===== config.mk =====
export PLATFORM = sky130hd
export DESIGN_NAME = cordic_sincos_seq_flat
export DESIGN_NICKNAME = d
export VERILOG_FILES = /design/src/rtl/cordic_sincos_seq_if.sv /design/src/rtl/cordic_sincos_seq.sv /design/src/flat_wrapper.sv
export SDC_FILE = /design/constraint.sdc
export NUM_CORES = 1
export LEC_CHECK = 0
export BUFFER_PORTS_ARGS = -buffer_cell sky130_fd_sc_hd__buf_2
export CORE_UTILIZATION = 58
export DETAILED_ROUTE_END_ITERATION = 6
export PLACE_DENSITY = 0.81
export SKIP_LAST_GASP = 1
export SYNTH_ARGS = -nofsm -noshare
export SYNTH_HDL_FRONTEND = slang
export SYNTH_SLANG_ARGS = --single-unit

===== constraint.sdc =====
create_clock -name clk -period 8.06 [get_ports clk]
set_input_delay 0 -clock clk [delete_from_list [all_inputs] [get_ports clk]]
set_output_delay 0 -clock clk [all_outputs]
set_load 0.02 [all_outputs]

===== src/rtl/cordic_sincos_seq_if.sv =====
// cordic_sincos_seq_if: angle request, sin/cos result and cordic core operand bus of cordic_sincos_seq
//   slave  : sequencer view (takes angles, drives the core, returns sin/cos)
//   master : environment view (issues angles, models/is the core, consumes results)
interface cordic_sincos_seq_if #(parameter int WIDTH = 32);
    logic             in_valid;
    logic             in_ready;
    logic [WIDTH-1:0] angle_in;
    logic             cordic_enable;
    logic             cordic_mode_op;
    logic [1:0]       cordic_mode_coord;
    logic [WIDTH-1:0] cordic_x_in;
    logic [WIDTH-1:0] cordic_y_in;
    logic [WIDTH-1:0] cordic_z_in;
    logic [WIDTH-1:0] cordic_x_out;
    logic [WIDTH-1:0] cordic_y_out;
    logic             cordic_valid;
    logic             out_valid;
    logic             out_ready;
    logic [WIDTH-1:0] sin_out;
    logic [WIDTH-1:0] cos_out;
    logic             err;
    modport slave (
        input  in_valid, angle_in, cordic_x_out, cordic_y_out, cordic_valid, out_ready,
        output in_ready, cordic_enable, cordic_mode_op, cordic_mode_coord,
               cordic_x_in, cordic_y_in, cordic_z_in, out_valid, sin_out, cos_out, err
    );
    modport master (
        output in_valid, angle_in, cordic_x_out, cordic_y_out, cordic_valid, out_ready,
        input  in_ready, cordic_enable, cordic_mode_op, cordic_mode_coord,
               cordic_x_in, cordic_y_in, cordic_z_in, out_valid, sin_out, cos_out, err
    );
endinterface


===== src/rtl/cordic_sincos_seq.sv =====
// cordic_sincos_seq: range-reduces a Q16.16 angle, runs a circular/rotation cordic core, returns sin/cos
//   clk, rst (sync, active low) ; bus (slave): in_valid/in_ready/angle_in request,
//   cordic_* core launch/operands/results, out_valid/out_ready/sin_out/cos_out/err result.
//   Define CORDIC_SEQ_WATCHDOG_EN to abort a WAIT after TIMEOUT cycles with err=1.
module cordic_sincos_seq #(
    parameter int WIDTH   = 32,
    parameter int TIMEOUT = 64
) (
    input  logic               clk,
    input  logic               rst,
    cordic_sincos_seq_if.slave bus
);
    localparam logic [2:0] S_IDLE   = 3'd0;
    localparam logic [2:0] S_REDUCE = 3'd1;
    localparam logic [2:0] S_FOLD   = 3'd2;
    localparam logic [2:0] S_LAUNCH = 3'd3;
    localparam logic [2:0] S_WAIT   = 3'd4;
    localparam logic [2:0] S_OUT    = 3'd5;
    localparam logic [32:0]             TWO_PI   = 33'd411775;
    localparam logic signed [WIDTH-1:0] TWO_PI_S = 411775;
    localparam logic signed [WIDTH-1:0] PI       = 205887;
    localparam logic signed [WIDTH-1:0] HALF_PI  = 102944;
    localparam logic signed [WIDTH-1:0] K_GAIN   = 39797;

    if (WIDTH != 32 || TIMEOUT < 1) begin : g_bad_cfg
        $error("cordic_sincos_seq supports only WIDTH=32 and TIMEOUT>=1");
    end

    logic [2:0]              state_q, state_d;
    logic                    neg_q, neg_d, flip_q, flip_d, err_q, err_d, vprev_q;
    logic [3:0]              k_q, k_d;
    logic [32:0]             a_q, a_d, step;
    logic signed [WIDTH-1:0] z_q, z_d, sin_q, sin_d, cos_q, cos_d, s_unw, s_wrap;
    logic                    edge_v, tmo;

    // Negation that maps the most negative value to the most positive one.
    function automatic logic signed [WIDTH-1:0] neg_sat(input logic signed [WIDTH-1:0] v);
        return (v == {1'b1, {(WIDTH-1){1'b0}}}) ? ~v : -v;
    endfunction

`ifdef CORDIC_SEQ_WATCHDOG_EN
    localparam int CW = $clog2(TIMEOUT + 1);
    logic [CW-1:0] cnt_q, cnt_d;
    assign cnt_d = (state_q == S_WAIT) ? cnt_q + 1'b1 : '0;
    assign tmo   = (cnt_q == CW'(TIMEOUT - 1));
    always_ff @(posedge clk) cnt_q <= rst ? cnt_d : '0;
`else
    assign tmo = 1'b0;
`endif

    // Only a fresh rising edge counts, so a level held over from a previous job is ignored.
    assign edge_v = bus.cordic_valid & ~vprev_q;

    always_comb begin
        state_d = state_q;
        neg_d   = neg_q;
        a_d     = a_q;
        k_d     = k_q;
        z_d     = z_q;
        flip_d  = flip_q;
        sin_d   = sin_q;
        cos_d   = cos_q;
        err_d   = err_q;
        step    = TWO_PI << k_q;
        // Negative angles mirror the reduced magnitude, then wrap into (-pi, pi].
        s_unw   = (neg_q && a_q != '0) ? TWO_PI_S - $signed(a_q[WIDTH-1:0]) : $signed(a_q[WIDTH-1:0]);
        s_wrap  = (s_unw > PI) ? s_unw - TWO_PI_S : s_unw;
        case (state_q)
            S_IDLE: if (bus.in_valid) begin
                state_d = S_REDUCE;
                neg_d   = bus.angle_in[WIDTH-1];
                a_d     = {1'b0, bus.angle_in[WIDTH-1] ? neg_sat($signed(bus.angle_in)) : bus.angle_in};
                k_d     = 4'd13;
                err_d   = 1'b0;
            end
            S_REDUCE: begin
                a_d     = (a_q >= step) ? a_q - step : a_q;
                k_d     = k_q - 4'd1;
                state_d = (k_q == 4'd0) ? S_FOLD : S_REDUCE;
            end
            S_FOLD: begin
                state_d = S_LAUNCH;
                flip_d  = (s_wrap > HALF_PI) || (s_wrap < -HALF_PI);
                z_d     = (s_wrap > HALF_PI) ? s_wrap - PI : (s_wrap < -HALF_PI) ? s_wrap + PI : s_wrap;
            end
            S_LAUNCH: state_d = S_WAIT;
            S_WAIT: if (edge_v) begin
                state_d = S_OUT;
                sin_d   = flip_q ? neg_sat($signed(bus.cordic_y_out)) : $signed(bus.cordic_y_out);
                cos_d   = flip_q ? neg_sat($signed(bus.cordic_x_out)) : $signed(bus.cordic_x_out);
            end else if (tmo) begin
                state_d = S_OUT;
                sin_d   = '0;
                cos_d   = '0;
                err_d   = 1'b1;
            end
            S_OUT: state_d = bus.out_ready ? S_IDLE : S_OUT;
            default: state_d = S_IDLE;
        endcase
    end

    always_ff @(posedge clk) begin
        if (!rst) begin
            state_q <= S_IDLE;
            neg_q   <= 1'b0;
            a_q     <= '0;
            k_q     <= '0;
            z_q     <= '0;
            flip_q  <= 1'b0;
            sin_q   <= '0;
            cos_q   <= '0;
            err_q   <= 1'b0;
            vprev_q <= 1'b0;
        end else begin
            state_q <= state_d;
            neg_q   <= neg_d;
            a_q     <= a_d;
            k_q     <= k_d;
            z_q     <= z_d;
            flip_q  <= flip_d;
            sin_q   <= sin_d;
            cos_q   <= cos_d;
            err_q   <= err_d;
            vprev_q <= bus.cordic_valid;
        end
    end

    logic core_busy;
    assign core_busy             = rst && (state_q == S_LAUNCH || state_q == S_WAIT);
    assign bus.in_ready          = rst && state_q == S_IDLE;
    assign bus.cordic_enable     = rst && state_q == S_LAUNCH;
    assign bus.cordic_mode_op    = 1'b0;
    assign bus.cordic_mode_coord = 2'b01;
    assign bus.cordic_x_in       = core_busy ? K_GAIN : '0;
    assign bus.cordic_y_in       = '0;
    assign bus.cordic_z_in       = core_busy ? z_q : '0;
    assign bus.out_valid         = rst && state_q == S_OUT;
    assign bus.sin_out           = rst ? sin_q : '0;
    assign bus.cos_out           = rst ? cos_q : '0;
    assign bus.err               = rst && err_q;
endmodule


===== src/flat_wrapper.sv =====
// flat-port wrapper written by rule: the top's interface ports become plain ports
module cordic_sincos_seq_flat 
#(
    parameter int WIDTH   = 32,
    parameter int TIMEOUT = 64
)
  (clk, rst, bus_in_valid, bus_angle_in, bus_cordic_x_out, bus_cordic_y_out, bus_cordic_valid, bus_out_ready, bus_in_ready, bus_cordic_enable, bus_cordic_mode_op, bus_cordic_mode_coord, bus_cordic_x_in, bus_cordic_y_in, bus_cordic_z_in, bus_out_valid, bus_sin_out, bus_cos_out, bus_err);
  cordic_sincos_seq_if #(.WIDTH(WIDTH)) bus_i ();
  input  logic clk;
  input  logic rst;
  input wire logic [$bits(bus_i.in_valid)-1:0] bus_in_valid;
  input wire logic [$bits(bus_i.angle_in)-1:0] bus_angle_in;
  input wire logic [$bits(bus_i.cordic_x_out)-1:0] bus_cordic_x_out;
  input wire logic [$bits(bus_i.cordic_y_out)-1:0] bus_cordic_y_out;
  input wire logic [$bits(bus_i.cordic_valid)-1:0] bus_cordic_valid;
  input wire logic [$bits(bus_i.out_ready)-1:0] bus_out_ready;
  output wire logic [$bits(bus_i.in_ready)-1:0] bus_in_ready;
  output wire logic [$bits(bus_i.cordic_enable)-1:0] bus_cordic_enable;
  output wire logic [$bits(bus_i.cordic_mode_op)-1:0] bus_cordic_mode_op;
  output wire logic [$bits(bus_i.cordic_mode_coord)-1:0] bus_cordic_mode_coord;
  output wire logic [$bits(bus_i.cordic_x_in)-1:0] bus_cordic_x_in;
  output wire logic [$bits(bus_i.cordic_y_in)-1:0] bus_cordic_y_in;
  output wire logic [$bits(bus_i.cordic_z_in)-1:0] bus_cordic_z_in;
  output wire logic [$bits(bus_i.out_valid)-1:0] bus_out_valid;
  output wire logic [$bits(bus_i.sin_out)-1:0] bus_sin_out;
  output wire logic [$bits(bus_i.cos_out)-1:0] bus_cos_out;
  output wire logic [$bits(bus_i.err)-1:0] bus_err;
  assign bus_i.in_valid = bus_in_valid;
  assign bus_i.angle_in = bus_angle_in;
  assign bus_i.cordic_x_out = bus_cordic_x_out;
  assign bus_i.cordic_y_out = bus_cordic_y_out;
  assign bus_i.cordic_valid = bus_cordic_valid;
  assign bus_i.out_ready = bus_out_ready;
  assign bus_in_ready = bus_i.in_ready;
  assign bus_cordic_enable = bus_i.cordic_enable;
  assign bus_cordic_mode_op = bus_i.cordic_mode_op;
  assign bus_cordic_mode_coord = bus_i.cordic_mode_coord;
  assign bus_cordic_x_in = bus_i.cordic_x_in;
  assign bus_cordic_y_in = bus_i.cordic_y_in;
  assign bus_cordic_z_in = bus_i.cordic_z_in;
  assign bus_out_valid = bus_i.out_valid;
  assign bus_sin_out = bus_i.sin_out;
  assign bus_cos_out = bus_i.cos_out;
  assign bus_err = bus_i.err;
  cordic_sincos_seq #(.WIDTH(WIDTH), .TIMEOUT(TIMEOUT)) u_core (.clk(clk), .rst(rst), .bus(bus_i));
endmodule

Word-level counts from Yosys, hierarchy flattened
Index checks and enable logic that the tools add are counted.
W data, S select, Z words.
{"block": "word_totals", "ff_bits": 139, "inputBits": 101, "out_inout_bits": 167, "elab_cells": 79}
{"block": "classes", "addsub": 9, "order_cmp": 4, "n_eq_ne": 11, "shift": 1, "muxes": 24, "n_bitwise": 5, "reduce_logical": 16}
{"op": "$mux W32", "n": 13}
{"op": "$eq A32 B32 Y1 const B", "n": 3}
{"op": "$neg A32 Y32", "n": 3}
{"op": "$not A32 Y32", "n": 3}
{"op": "$mux W33", "n": 2}
{"op": "$pmux W33 S2", "n": 1}
{"op": "$ge A33 B33 Y1", "n": 1}
{"op": "$reduce_bool A33 Y1", "n": 1}
{"op": "$shl A19 B4 Y33 const A", "n": 1}
{"op": "$sub A33 B33 Y33", "n": 1}
{"op": "$add A32 B19 Y32 const B", "n": 1}
{"op": "$gt A32 B18 Y1 const B", "n": 1}
{"op": "$gt A32 B19 Y1 const B", "n": 1}
{"op": "$lt A32 B18 Y1 const B", "n": 1}
{"op": "$sub A20 B32 Y32 const A", "n": 1}
{"op": "$sub A32 B19 Y32 const B", "n": 1}
{"op": "$sub A32 B20 Y32 const B", "n": 1}
{"op": "$pmux W3 S6", "n": 1}
{"op": "$mux W16", "n": 1}
{"op": "$mux W3", "n": 3}
{"op": "$pmux W4 S2", "n": 1}
{"op": "$reduce_and A2 Y1", "n": 4}
{"op": "$eq A3 B2 Y1 const B", "n": 2}
{"op": "$eq A3 B3 Y1 const B", "n": 2}
{"op": "14 further kinds", "n": 20}

Logic depth before layout (Yosys ltp)
Gate-level depths: netlist of the first run.
{"block": "depth", "ltp_word": 8, "ltp_mapped": 24, "depth_no_buf": 21}

Worst setup path after synthesis of the first run
OpenSTA, ideal clock, no wires.
{"block": "synth_timing", "path_kind": "register -> register", "from": "register u_core.a_q[7]", "to": "register u_core.z_q[30]", "setup_time_ps": 106, "t_arrival_ps": 5659, "slack_ps": 2295, "stages_incl_launch_ff": 25, "period_less_slack_ps": 5765, "cell_sequence": "dfxtp_1 buf_2 clkbuf_1 inv_1 ha_1 nor3b_1 o21ai_0 a2111oi_0 nor3_1 nand3b_1 or4_1 buf_2 o21ai_2 clkbuf_1 xnor2_1 inv_1 ha_1 inv_1 a311oi_2 o21ai_1 a31oi_1 o21a_1 or4_1 o21a_1 o311ai_0"}
{"block": "synth_between", "elab_chain_len": 8, "elab_cells_between_ends": 13, "classes_between": "add/sub (4); order compare (3); mux (4); reduce/logical (2)"}
{"item": "start: declaration", "line": "cordic_sincos_seq.sv:32", "text": "logic [32:0] a_q, a_d, step;"}
{"item": "start signal: assignment", "line": "cordic_sincos_seq.sv:106", "text": "a_q <= '0;"}
{"item": "start signal: assignment", "line": "cordic_sincos_seq.sv:117", "text": "a_q <= a_d;"}
{"item": "parallel branches: the longest is 2 deep, another holds $sub A20 B32 Y32"}
{"item": "$mux W32 (*)", "line": "cordic_sincos_seq.sv:66", "text": "s_unw = (neg_q && a_q != '0) ? TWO_PI_S - $signed(a_q[WIDTH-1:0]) : $signed(a_q[WIDTH-1:0]);"}
{"item": "$sub A32 B20 Y32 / $gt A32 B19 Y1 (equally long branches)", "line": "cordic_sincos_seq.sv:67", "text": "s_wrap = (s_unw > PI) ? s_unw - TWO_PI_S : s_unw;"}
{"item": "$mux W32 (*)", "line": "cordic_sincos_seq.sv:67"}
{"item": "$add A32 B19 Y32 / $lt A32 B18 Y1 (equally long branches)", "line": "cordic_sincos_seq.sv:84", "text": "z_d = (s_wrap > HALF_PI) ? s_wrap - PI : (s_wrap < -HALF_PI) ? s_wrap + PI : s_wrap;"}
{"item": "$mux W32", "line": "cordic_sincos_seq.sv:84"}
{"item": "$mux W32 (*)", "line": "cordic_sincos_seq.sv:84"}
{"item": "end signal: assignment", "line": "cordic_sincos_seq.sv:119", "text": "z_q <= z_d;"}
{"item": "end: declaration", "line": "cordic_sincos_seq.sv:33", "text": "logic signed [WIDTH-1:0] z_q, z_d, sin_q, sin_d, cos_q, cos_d, s_unw, s_wrap;"}
Mark *: on every way between the ends.
A chain may end at the register's enable or synchronous reset.

Final worst setup path of the first run
{"block": "layout_timing", "from": "register u_core.a_q[7]", "to": "register u_core.z_q[27]"}
The elaborated chain is that of the path after synthesis.

==> impl_metrics.csv, run 1 <==
group,metric,value,unit
routing,firstDrtPassIters,6,
placed_design,numPortBuffers,209,
job,cap_violations,0,
final_layout,multi_input_area,0.0108,sq mm
pwr,peakVddDrop,0.140,mV
floorplanning,io_pins,268,
floorplanning,die_y,161,um
final_layout,seq_area,0.00278,sq mm
final_layout,final_common_cell,"buf_2",
sta,max_slew_margin,15.7,%
critical_path,cp_max_fo,20,
clock_network,cts_tree,"done",
pwr,pwr-share-clk,16.7,%
yosys,async_flop_share,0,%
routing,initialDrtViolationCount,1853,
sta,tightestPinTransition,1260,ps
yosys,yosysTopAreaCell,"dfxtp_1",
yosys,postSynthCellCount,2052,
clock_network,cts.htree.levels,4,
routing,ant_nets,0,
clock_network,root_buffer,"clkbuf_16",
routing,drt-total-wl,48800,um
global_route,overflow,0,
clock_network,path_clk_slew,70,ps
floorplanning,dieArea,0.0258,sq mm
sta,finalHoldViolations,0,
pwr,p_sw,2.50,mW
critical_path,cp-end-kind,"flop",
final_layout,final_cell_mix,"buf_2, nor2_1, nand2_1",
placed_design,globalplace.congestion,1.01,
routing,vias,16400,
critical_path,path_class,"reg2reg",
routing,drc,0,
critical_path,crit_arrival,7320,ps
yosys,synth-edff-count,0,
sta,setup_tns,0,ps
sta,finClkSkew,17.1,ps
clock_network,clockBufferDepth,2,
clock_network,clock-sinks,139,
hold_path,worst_hold_path_type,"in2reg",
final_layout,n_antenna_cell,0,
pwr,p_comb_share,64.3,%
floorplanning,rows,57,
clock_network,clkLatencyLatePin,440,ps
yosys,synth.top_cell.area_share,19.1,%
floorplanning,core_area,0.0245,sq mm
yosys,ys_seq_area_share,19.1,%
critical_path,cp-start-kind,"flop",
clock_network,numCtsBuffers,17,
hold_path,min_path_cells,5,
yosys,ys.flop_type,"dfxtp_1",
global_route,grt_pass1_vias,15400,
sta,finalCriticalPeriod,7000,ps
yosys,synth.area.top_cells,"dfxtp_1, xnor2_1, o21ai_0",
pwr,seq_power_share,19.0,%
critical_path,r2r_cells,18,
routing,wl_per_cell,19.1,um
outcome,status,"completed",
final_layout,fillers,2028,
sta,drv_slew,0,
global_route,grt_pass1_wl,78200,um
sta,setup_viol,0,
placed_design,place_ws,1270,ps
routing,viasPerCell,6.41,
pwr,power,4.89,mW
sta,fmax,0.143,GHz
sta,final.period_utilization,86.9,%
yosys,synth.avg_cell_area,7.10,sq um
sta,rsz0062_at_grt,"no",
global_route,grt_start_max_net_pins,115,
global_route,grt_antenna_before_repair,1,
pwr,leakage,6.89,nW
clock_network,post_cts_buffers,0,
pwr,swShare,51.1,%
floorplanning,initial_utilization,59.6,%
yosys,yosys_register_bits,139,
pwr,intPower,2.39,mW
sta,setup_slack,1060,ps
pwr,power_density,294,mW/mm^2
yosys,yosysWarnings,0,
global_route,grt_util_all_layers,37.1,%
placed_design,dp_hpwl,34500,um
final_layout,area_delta_synth_final,14.1,%
floorplanning,fp.dieW,161,um
critical_path,cp.required,8370,ps
final_layout,layout-drive-gt1-share,14.5,%
yosys,synth_cell_types,92,
yosys,syn_area,0.0146,sq mm
final_layout,fin_nets,2375,
==> through the flow <==
| step | cells | utilization [%] | hold slack [ps] | instance area, sq um |
|---|---|---|---|---|
| global route | 2562 | 68.0 | 26.6 | 16600 |
| CTS | 2562 | 68.0 | 1.30 | 16600 |
| floorplan | 2108 | - | 127 | 14800 |
| global placement | 2467 | 63.0 | 226 | 15400 |
| finish | 2562 | 68.0 | 6.01 | 16600 |
| detailed placement | 2467 | 63.0 | 228 | 15400 |
==> synthesized netlist by cell type (37+ instances only) <==
cell	instances
or3_1	37
xor2_1	81
nand3_1	66
and3_1	56
dfxtp_1	139
nand2_1	181
a211oi_1	46
o21ai_0	151
ha_1	47
clkbuf_1	104
nor3_1	52
xnor2_1	87
nor2_1	186
a21oi_1	131
and2_1	73
inv_1	48
buf_4	71
==> worst max-delay path, cell delays in order (launching register included) <==
cell and delay [ps]:
dfxtp_1 520, inv_1 180, ha_1 310, nor3b_1 700
o21ai_0 270, a2111oi_0 580, nor3_1 130, nand3b_1 280
or4_1 920, buf_4 340, o21ai_0 180, mux2_2 400
nor3_1 200, a211o_1 170, a21oi_1 130, a21oi_2 740
a41oi_1 280, and3_1 260, a211o_1 260
==> logic make-up (layout without fill, tap and decap cells) <==
logic type / after synthesis / count (layout) / synth area share [%]
other cells: 2 / 58 / 0.0515
xor+xnor: 170 / 170 / 10.3
flops: 139 / 139 / 19.1
buf+inv: 247 / 377 / 8.39
fa+ha+maj: 48 / 48 / 4.17
mux: 27 / 27 / 1.89
simple gates: 811 / 811 / 28.3
compound gates: 608 / 608 / 27.8
==> final cells by class <==
type / count / area share (%)
Timing Repair Buffer: 297 / 11.2
Clock inverter: 14 / 0.970
Inverter: 49 / 1.11
Sequential cell: 139 / 16.7
Multi-Input combinational cell: 1722 / 65.0
Clock buffer: 17 / 2.56
Tap cell: 324 / 2.44
==> path summary, 6_finish.rpt <==
| check | from | slack (ps) | endpoint |
|---|---|---|---|
| setup / recovery | u_core.a_q[7] | 1060 | u_core.z_q[27] |
| hold / removal | bus_cordic_x_out[1] | 6 | u_core.cos_q[1] |
| setup reg to reg | u_core.a_q[7] | 1060 | u_core.z_q[27] |
| hold reg to reg | u_core.z_q[23] | 450 | u_core.z_q[23] |
==> what timing repair did <==
| action | 4_1_cts | 5_1_grt |
|---|---|---|
| gates resized for setup | 0 | 0 |
| hold endpoints to repair | 65 | 0 |
| hold buffers | 64 | 0 |
==> power by group through the flow <==
stage	combinational [mW]	sequential [mW]	clock, mW
floorplan	2.42	0.823	0
global placement	2.98	0.932	0
detailed placement	3.01	0.937	0
CTS	3.06	0.921	0.815
global route	3.41	0.944	0.844
finish	3.15	0.931	0.815
==> registers in the layout, summed over array words and instances, names as in the netlist, 3 cells and up <==
| signal | flops |
|---|---|
| u_core.state_q | 3 |
| u_core.z_q | 32 |
| u_core.k_q | 4 |
| u_core.cos_q | 32 |
| u_core.a_q | 33 |
| u_core.sin_q | 32 |
==> per-layer routing <==
metal,global-route usage (%),vias to the layer above,routed length [um]
met5,0,-,11
met4,22.6,2,2770
met3,6.07,227,3890
met2,61.1,923,22600
met1,45.3,7526,19600
li1,-,7739,-
Power figures use the tool's default switching activity.
==> run 2, diff against run 1 <==
CORE_ASPECT_RATIO = 1.75   (was default)
==> run 2 against run 1 <==
Effect of this change:
- the flow now finishes with violations (DRC)
- design area rose by 0.62%
- worst setup slack improved by 280 ps
- clock skew barely moved
- first-iteration DRC count fell by 23%
- critical path type unchanged
- largest cell class unchanged
==> impl_metrics.csv, run 2 (synthesized netlist as in run 1, its figures left out) <==
group,metric,value,unit
floorplanning,core_area,0.0246,sq mm
floorplanning,fp.dieW,122,um
final_layout,fin_nets,2387,
clock_network,path_clk_slew,60,ps
floorplanning,dieArea,0.0258,sq mm
critical_path,r2r_cells,20,
final_layout,regMostFlops,"u_core.a_q",
sta,hold_slack,22.3,ps
sta,rsz0062_at_grt,"no",
critical_path,cp-start-kind,"flop",
final_layout,final_common_cell,"buf_2",
critical_path,regToRegSetupSlack,1330,ps
global_route,grt_antenna_before_repair,0,
routing,viasPerCell,6.47,
routing,drc,10,
sta,finClkSkew,16.7,ps
clock_network,cts.htree.levels,4,
placed_design,globalplace.congestion,1.01,
pwr,leakage,6.95,nW
placed_design,dp_hpwl,35200,um
critical_path,path_class,"reg2reg",
placed_design,dp.cells,2457,
critical_path,worst_path_largest_cell_delay,1020,ps
clock_network,cts-resized-gates,0,
clock_network,numCtsBuffers,17,
critical_path,crit_arrival,7060,ps
critical_path,reg2reg_from,"u_core.a_q[12]",
final_layout,final_cell_mix,"buf_2, nor2_1, nand2_1",
clock_network,clkLatencyLatePin,470,ps
routing,drt-total-wl,49900,um
placed_design,numPortBuffers,209,
sta,final.period_utilization,83.5,%
final_layout,largest_register_ffs,33,
floorplanning,io_pins,268,
sta,tightestPinTransition,1230,ps
hold_path,min_to,"u_core.sin_q[10]",
sta,setup_viol,0,
hold_path,worst_hold_path_type,"in2reg",
routing,vias,16600,
pwr,peakVddDrop,0.169,mV
global_route,overflow,0,
critical_path,cp_max_fo,20,
outcome,status,"finished, violations left",
clock_network,cts_tree,"done",
global_route,grt_pass1_vias,15600,
routing,wl_per_cell,19.5,um
job,cap_violations,0,
clock_network,clock-sinks,139,
global_route,grt_util_all_layers,38.2,%
clock_network,root_buffer,"clkbuf_16",
final_layout,area_delta_synth_final,14.9,%
critical_path,cp-end-kind,"flop",
routing,ant_nets,0,
sta,fmax,0.149,GHz
routing,initialDrtViolationCount,1429,
global_route,grt_start_max_net_pins,115,
global_route,grt_pass1_wl,77900,um
sta,finalHoldViolations,0,
critical_path,cp_slowest_cell,"nor4_1",
placed_design,dpl-instance-area,0.0154,sq mm
sta,max_slew_margin,17.8,%
hold_path,min_path_cells,3,
hold_path,hp-start,"bus_cordic_y_out[10]",
critical_path,worstPathCellList,"nor4_1, o21ai_0, a2111oi_0, nor3_1, nand3b_1, or4_1, buf_4, o21ai_2, buf_4, xnor2_1, inv_1, ha_1, inv_1, a311oi_2, o21ai_1, a31oi_1, o21a_1, nor3b_1, a2111o_1, nand3_1",
floorplanning,initial_utilization,59.2,%
floorplanning,die_y,212,um
final_layout,layout-drive-gt1-share,14.4,%
pwr,power,4.88,mW
sta,finalCriticalPeriod,6730,ps
sta,drv_slew,0,
pwr,power_density,291,mW/mm^2
final_layout,fin_area,0.0167,sq mm
floorplanning,rows,76,
critical_path,cp.required,8390,ps
sta,setup_tns,0,ps
routing,firstDrtPassIters,7,
outcome,violations,"DRC",
clock_network,clockBufferDepth,2,
critical_path,reg2reg_to,"u_core.z_q[24]",
final_layout,fin_cells,2563,
## run 2: cell count changes in the layout (fill, tap and decap cells not counted), sizes merged
cell,before,now
clkinvlp,4,3
clkbuf,17,18
inv,55,52
bufinv,2,3
clkinv,2,4
diode,0,1
buf,233,235
dlygate4sd3,64,74
## run 2: worst max-delay path by stage
| stage | from | to | slack (ps) |
|---|---|---|---|
| global route | u_core.a_q[7] | u_core.z_q[24] | 810 |
| floorplan | u_core.a_q[7] | u_core.z_q[30] | 2300 |
| finish | u_core.a_q[12] | u_core.z_q[24] | 1330 |
| global placement | u_core.a_q[7] | u_core.z_q[22] | 1780 |
| CTS | u_core.a_q[7] | u_core.z_q[24] | 1440 |
| detailed placement | u_core.a_q[7] | u_core.z_q[24] | 1510 |
## run 2: report_power, final
part,internal [mW],total (mW),switching [mW]
sequential,0.759,0.928,0.169
clock,0.486,0.824,0.338
combinational,1.18,3.13,1.95
total,2.42,4.88,2.46
## run 2: final cells by class
type | count | area [sq um]
clock buffers | 18 | 429
multi-input cells | 1722 | 10800
inverters | 49 | 184
flip-flops and latches | 139 | 2780
diodes | 1 | 2.50
fillers | 2041 | 7890
well taps | 312 | 390
clock inverters | 13 | 166
repair buffers | 309 | 1980
## run 2: repair_timing
item	in CTS	in global routing
setup buffers	0	0
hold buffers	74	0
endpoints found under the hold margin	70	0
## run 2: worst max-delay path: cells and delay by family (launching register included)
kind / cells / cell delay [ps]
DFF: 1 / 430
buffers and inverters: 4 / 700
and+or+nand+nor: 6 / 2850
adders and majority gates: 1 / 220
xor gates and xnor gates: 1 / 210
AOI/OAI and AO/OA: 8 / 2190
## run 2: per-stage QoR
step           setup WS, ps  utilization [%]
4_1_cts                1440             68.0
6_report               1330             68.0
5_1_grt                 812             68.0
3_5_place_dp           1510             62.5
2_1_floorplan          2300                -
3_3_place_gp           1780             62.5
## run 2: routing by layer
metal / global-route usage, % / vias to the layer above / share of wire (%)
li1: - / 7742 / -
met1: 39.7 / 7604 / 36
met2: 65.1 / 930 / 50
met3: 6.87 / 313 / 6.3
met4: 32.9 / 0 / 8.5
met5: 0 / - / 0
==> run 3, diff against run 2 <==
clock period = 6.6 ns   (was 8.06 ns; I/O delays follow)
==> run 3 against run 2 <==
Effect of this change:
- the flow finishes with violations (DRC, hold timing)
- non-clock buffer count is 30 higher
- worst setup slack worse by 830 ps
- critical path type unchanged
- combinational power is 27% higher
- wire length is 4.2% higher
- die area stayed put
- global-route usage is 1.9 points higher
==> impl_metrics.csv, run 3 (synthesized netlist as in run 1, its figures left out) <==
group,metric,value,unit
outcome,status,"finished, violations left",
outcome,violations,"DRC, hold timing",
sta,finClkSkew,12.5,ps
sta,fmax,0.164,GHz
floorplanning,initial_utilization,59.2,%
global_route,grt_start_max_net_pins,115,
routing,vias,16800,
routing,wl_per_cell,20.1,um
clock_network,clock-sinks,139,
sta,drv_slew,0,
critical_path,cp-start-kind,"flop",
final_layout,area_delta_synth_final,16.3,%
clock_network,root_buffer,"clkbuf_16",
hold_path,min_path_cells,4,
placed_design,place_ws,625,ps
job,cap_violations,0,
critical_path,regToRegSetupSlack,500,ps
floorplanning,io_pins,268,
critical_path,reg2reg_from,"u_core.a_q[8]",
routing,viasPerCell,6.46,
sta,setup_tns,0,ps
final_layout,seq_area,0.00278,sq mm
hold_path,hp-start,"bus_cordic_x_out[29]",
final_layout,fillers,2089,
floorplanning,fp.dieW,122,um
placed_design,dp_hpwl,36400,um
global_route,grt_pass1_vias,15900,
final_layout,regMostFlops,"u_core.a_q",
clock_network,cts_tree,"done",
sta,setup_viol,0,
routing,initialDrtViolationCount,1554,
pwr,peakVddDrop,0.223,mV
floorplanning,core_area,0.0246,sq mm
hold_path,min_to,"u_core.cos_q[31]",
placed_design,numPortBuffers,209,
global_route,overflow,0,
clock_network,numCtsBuffers,17,
clock_network,cts.htree.levels,4,
placed_design,globalplace.congestion,0.967,
routing,ant_nets,0,
clock_network,clkLatencyLatePin,470,ps
sta,hold_slack,-5.21,ps
routing,firstDrtPassIters,7,
sta,setup_slack,501,ps
final_layout,final_cell_mix,"buf_2, nor2_1, nand2_1",
clock_network,post_cts_buffers,0,
final_layout,largest_register_ffs,33,
floorplanning,dieArea,0.0258,sq mm
hold_path,worst_hold_path_type,"in2reg",
routing,drc,16,
floorplanning,die_y,212,um
routing,drt-total-wl,52000,um
clock_network,clockBufferDepth,2,
pwr,leakage,7.09,nW
floorplanning,rows,76,
final_layout,layout-drive-gt1-share,15.4,%
sta,finalCriticalPeriod,6100,ps
critical_path,cp.required,6950,ps
critical_path,reg2reg_to,"u_core.z_q[30]",
pwr,power_density,355,mW/mm^2
placed_design,dpl-instance-area,0.0156,sq mm
sta,final.period_utilization,92.4,%
final_layout,fin_area,0.0170,sq mm
critical_path,crit_arrival,6450,ps
final_layout,fin_nets,2417,
final_layout,multi_input_area,0.0108,sq mm
sta,finalHoldViolations,1,
critical_path,path_class,"reg2reg",
critical_path,cp-end-kind,"flop",
clock_network,path_clk_slew,70,ps
global_route,grt_util_all_layers,40.1,%
global_route,grt_pass1_wl,80900,um
final_layout,final_common_cell,"buf_2",
final_layout,n_antenna_cell,0,
critical_path,cp_max_fo,8,
critical_path,r2r_cells,21,
sta,tightestPinTransition,1240,ps
sta,rsz0062_at_grt,"no",
sta,max_slew_margin,17.2,%
global_route,grt_antenna_before_repair,1,
==> run 3: cell count changes in the layout (fill, tap and decap cells not counted), moves of 2 or more <==
cell	before	now
buf_4	27	52
bufinv_16	3	0
dlygate4sd3_1	74	78
inv_6	3	5
inv_8	0	2
==> run 3: routing by layer <==
layer	GRT usage (%)	part of all wire, %	wire (um)
met5	0	0.021	11
met4	32.9	8.7	4510
met3	9.59	7.0	3640
met2	68.8	49	25700
met1	40.5	35	18200
==> run 3: stage by stage <==
step,util [%],cells,total power [mW]
after floorplan,-,2108,3.96
after global placement,63.4,2483,4.86
after detailed placement,63.4,2483,4.91
after CTS,68.8,2593,5.90
after global routing,68.8,2593,6.39
final,68.8,2593,6.02
==> run 3: timing repair <==
item,4_1_cts,5_1_grt
endpoints found under the hold margin,69,0
setup endpoints to repair,0,1
hold buffers,78,0
resized for setup,0,1
==> run 3: worst max-delay path, stage by stage (launching register included) <==
cell	delay, ps
dfxtp_1	380
inv_1	140
ha_1	320
or3b_2	530
a21oi_1	280
nor4_1	100
nor4_1	600
nand4_1	240
or4_1	500
o21ai_2	410
buf_4	240
xnor2_1	200
inv_1	90
ha_1	220
inv_1	80
a311oi_2	50
o21ai_1	220
a31oi_1	160
o21a_1	290
or4_1	600
o21a_1	220
o311ai_0	90
==> run 3: power by group <==
part	switching, mW	internal (mW)
sequential	0.195	0.927
clock	0.439	0.492
combinational	2.44	1.53
total	3.07	2.95
==> run 3: how the worst max path moves through the flow <==
stage / start / endpoint / slack (ps)
final: u_core.a_q[8] / u_core.z_q[30] / 500
after global routing: u_core.a_q[8] / u_core.z_q[27] / 100
after CTS: u_core.a_q[8] / u_core.z_q[27] / 550
after detailed placement: u_core.a_q[8] / u_core.z_q[27] / 620
after global placement: u_core.a_q[8] / u_core.z_q[27] / 850
after floorplan: u_core.a_q[7] / u_core.z_q[30] / 840
==> run 3: layout make-up <==
cell class,count,area share [%]
clock buffers,17,2.51
clock inverters,15,0.782
inverters,49,1.08
multi-input cells,1722,63.7
flip-flops and latches,139,16.4
well taps,312,2.30
repair buffers,339,13.2
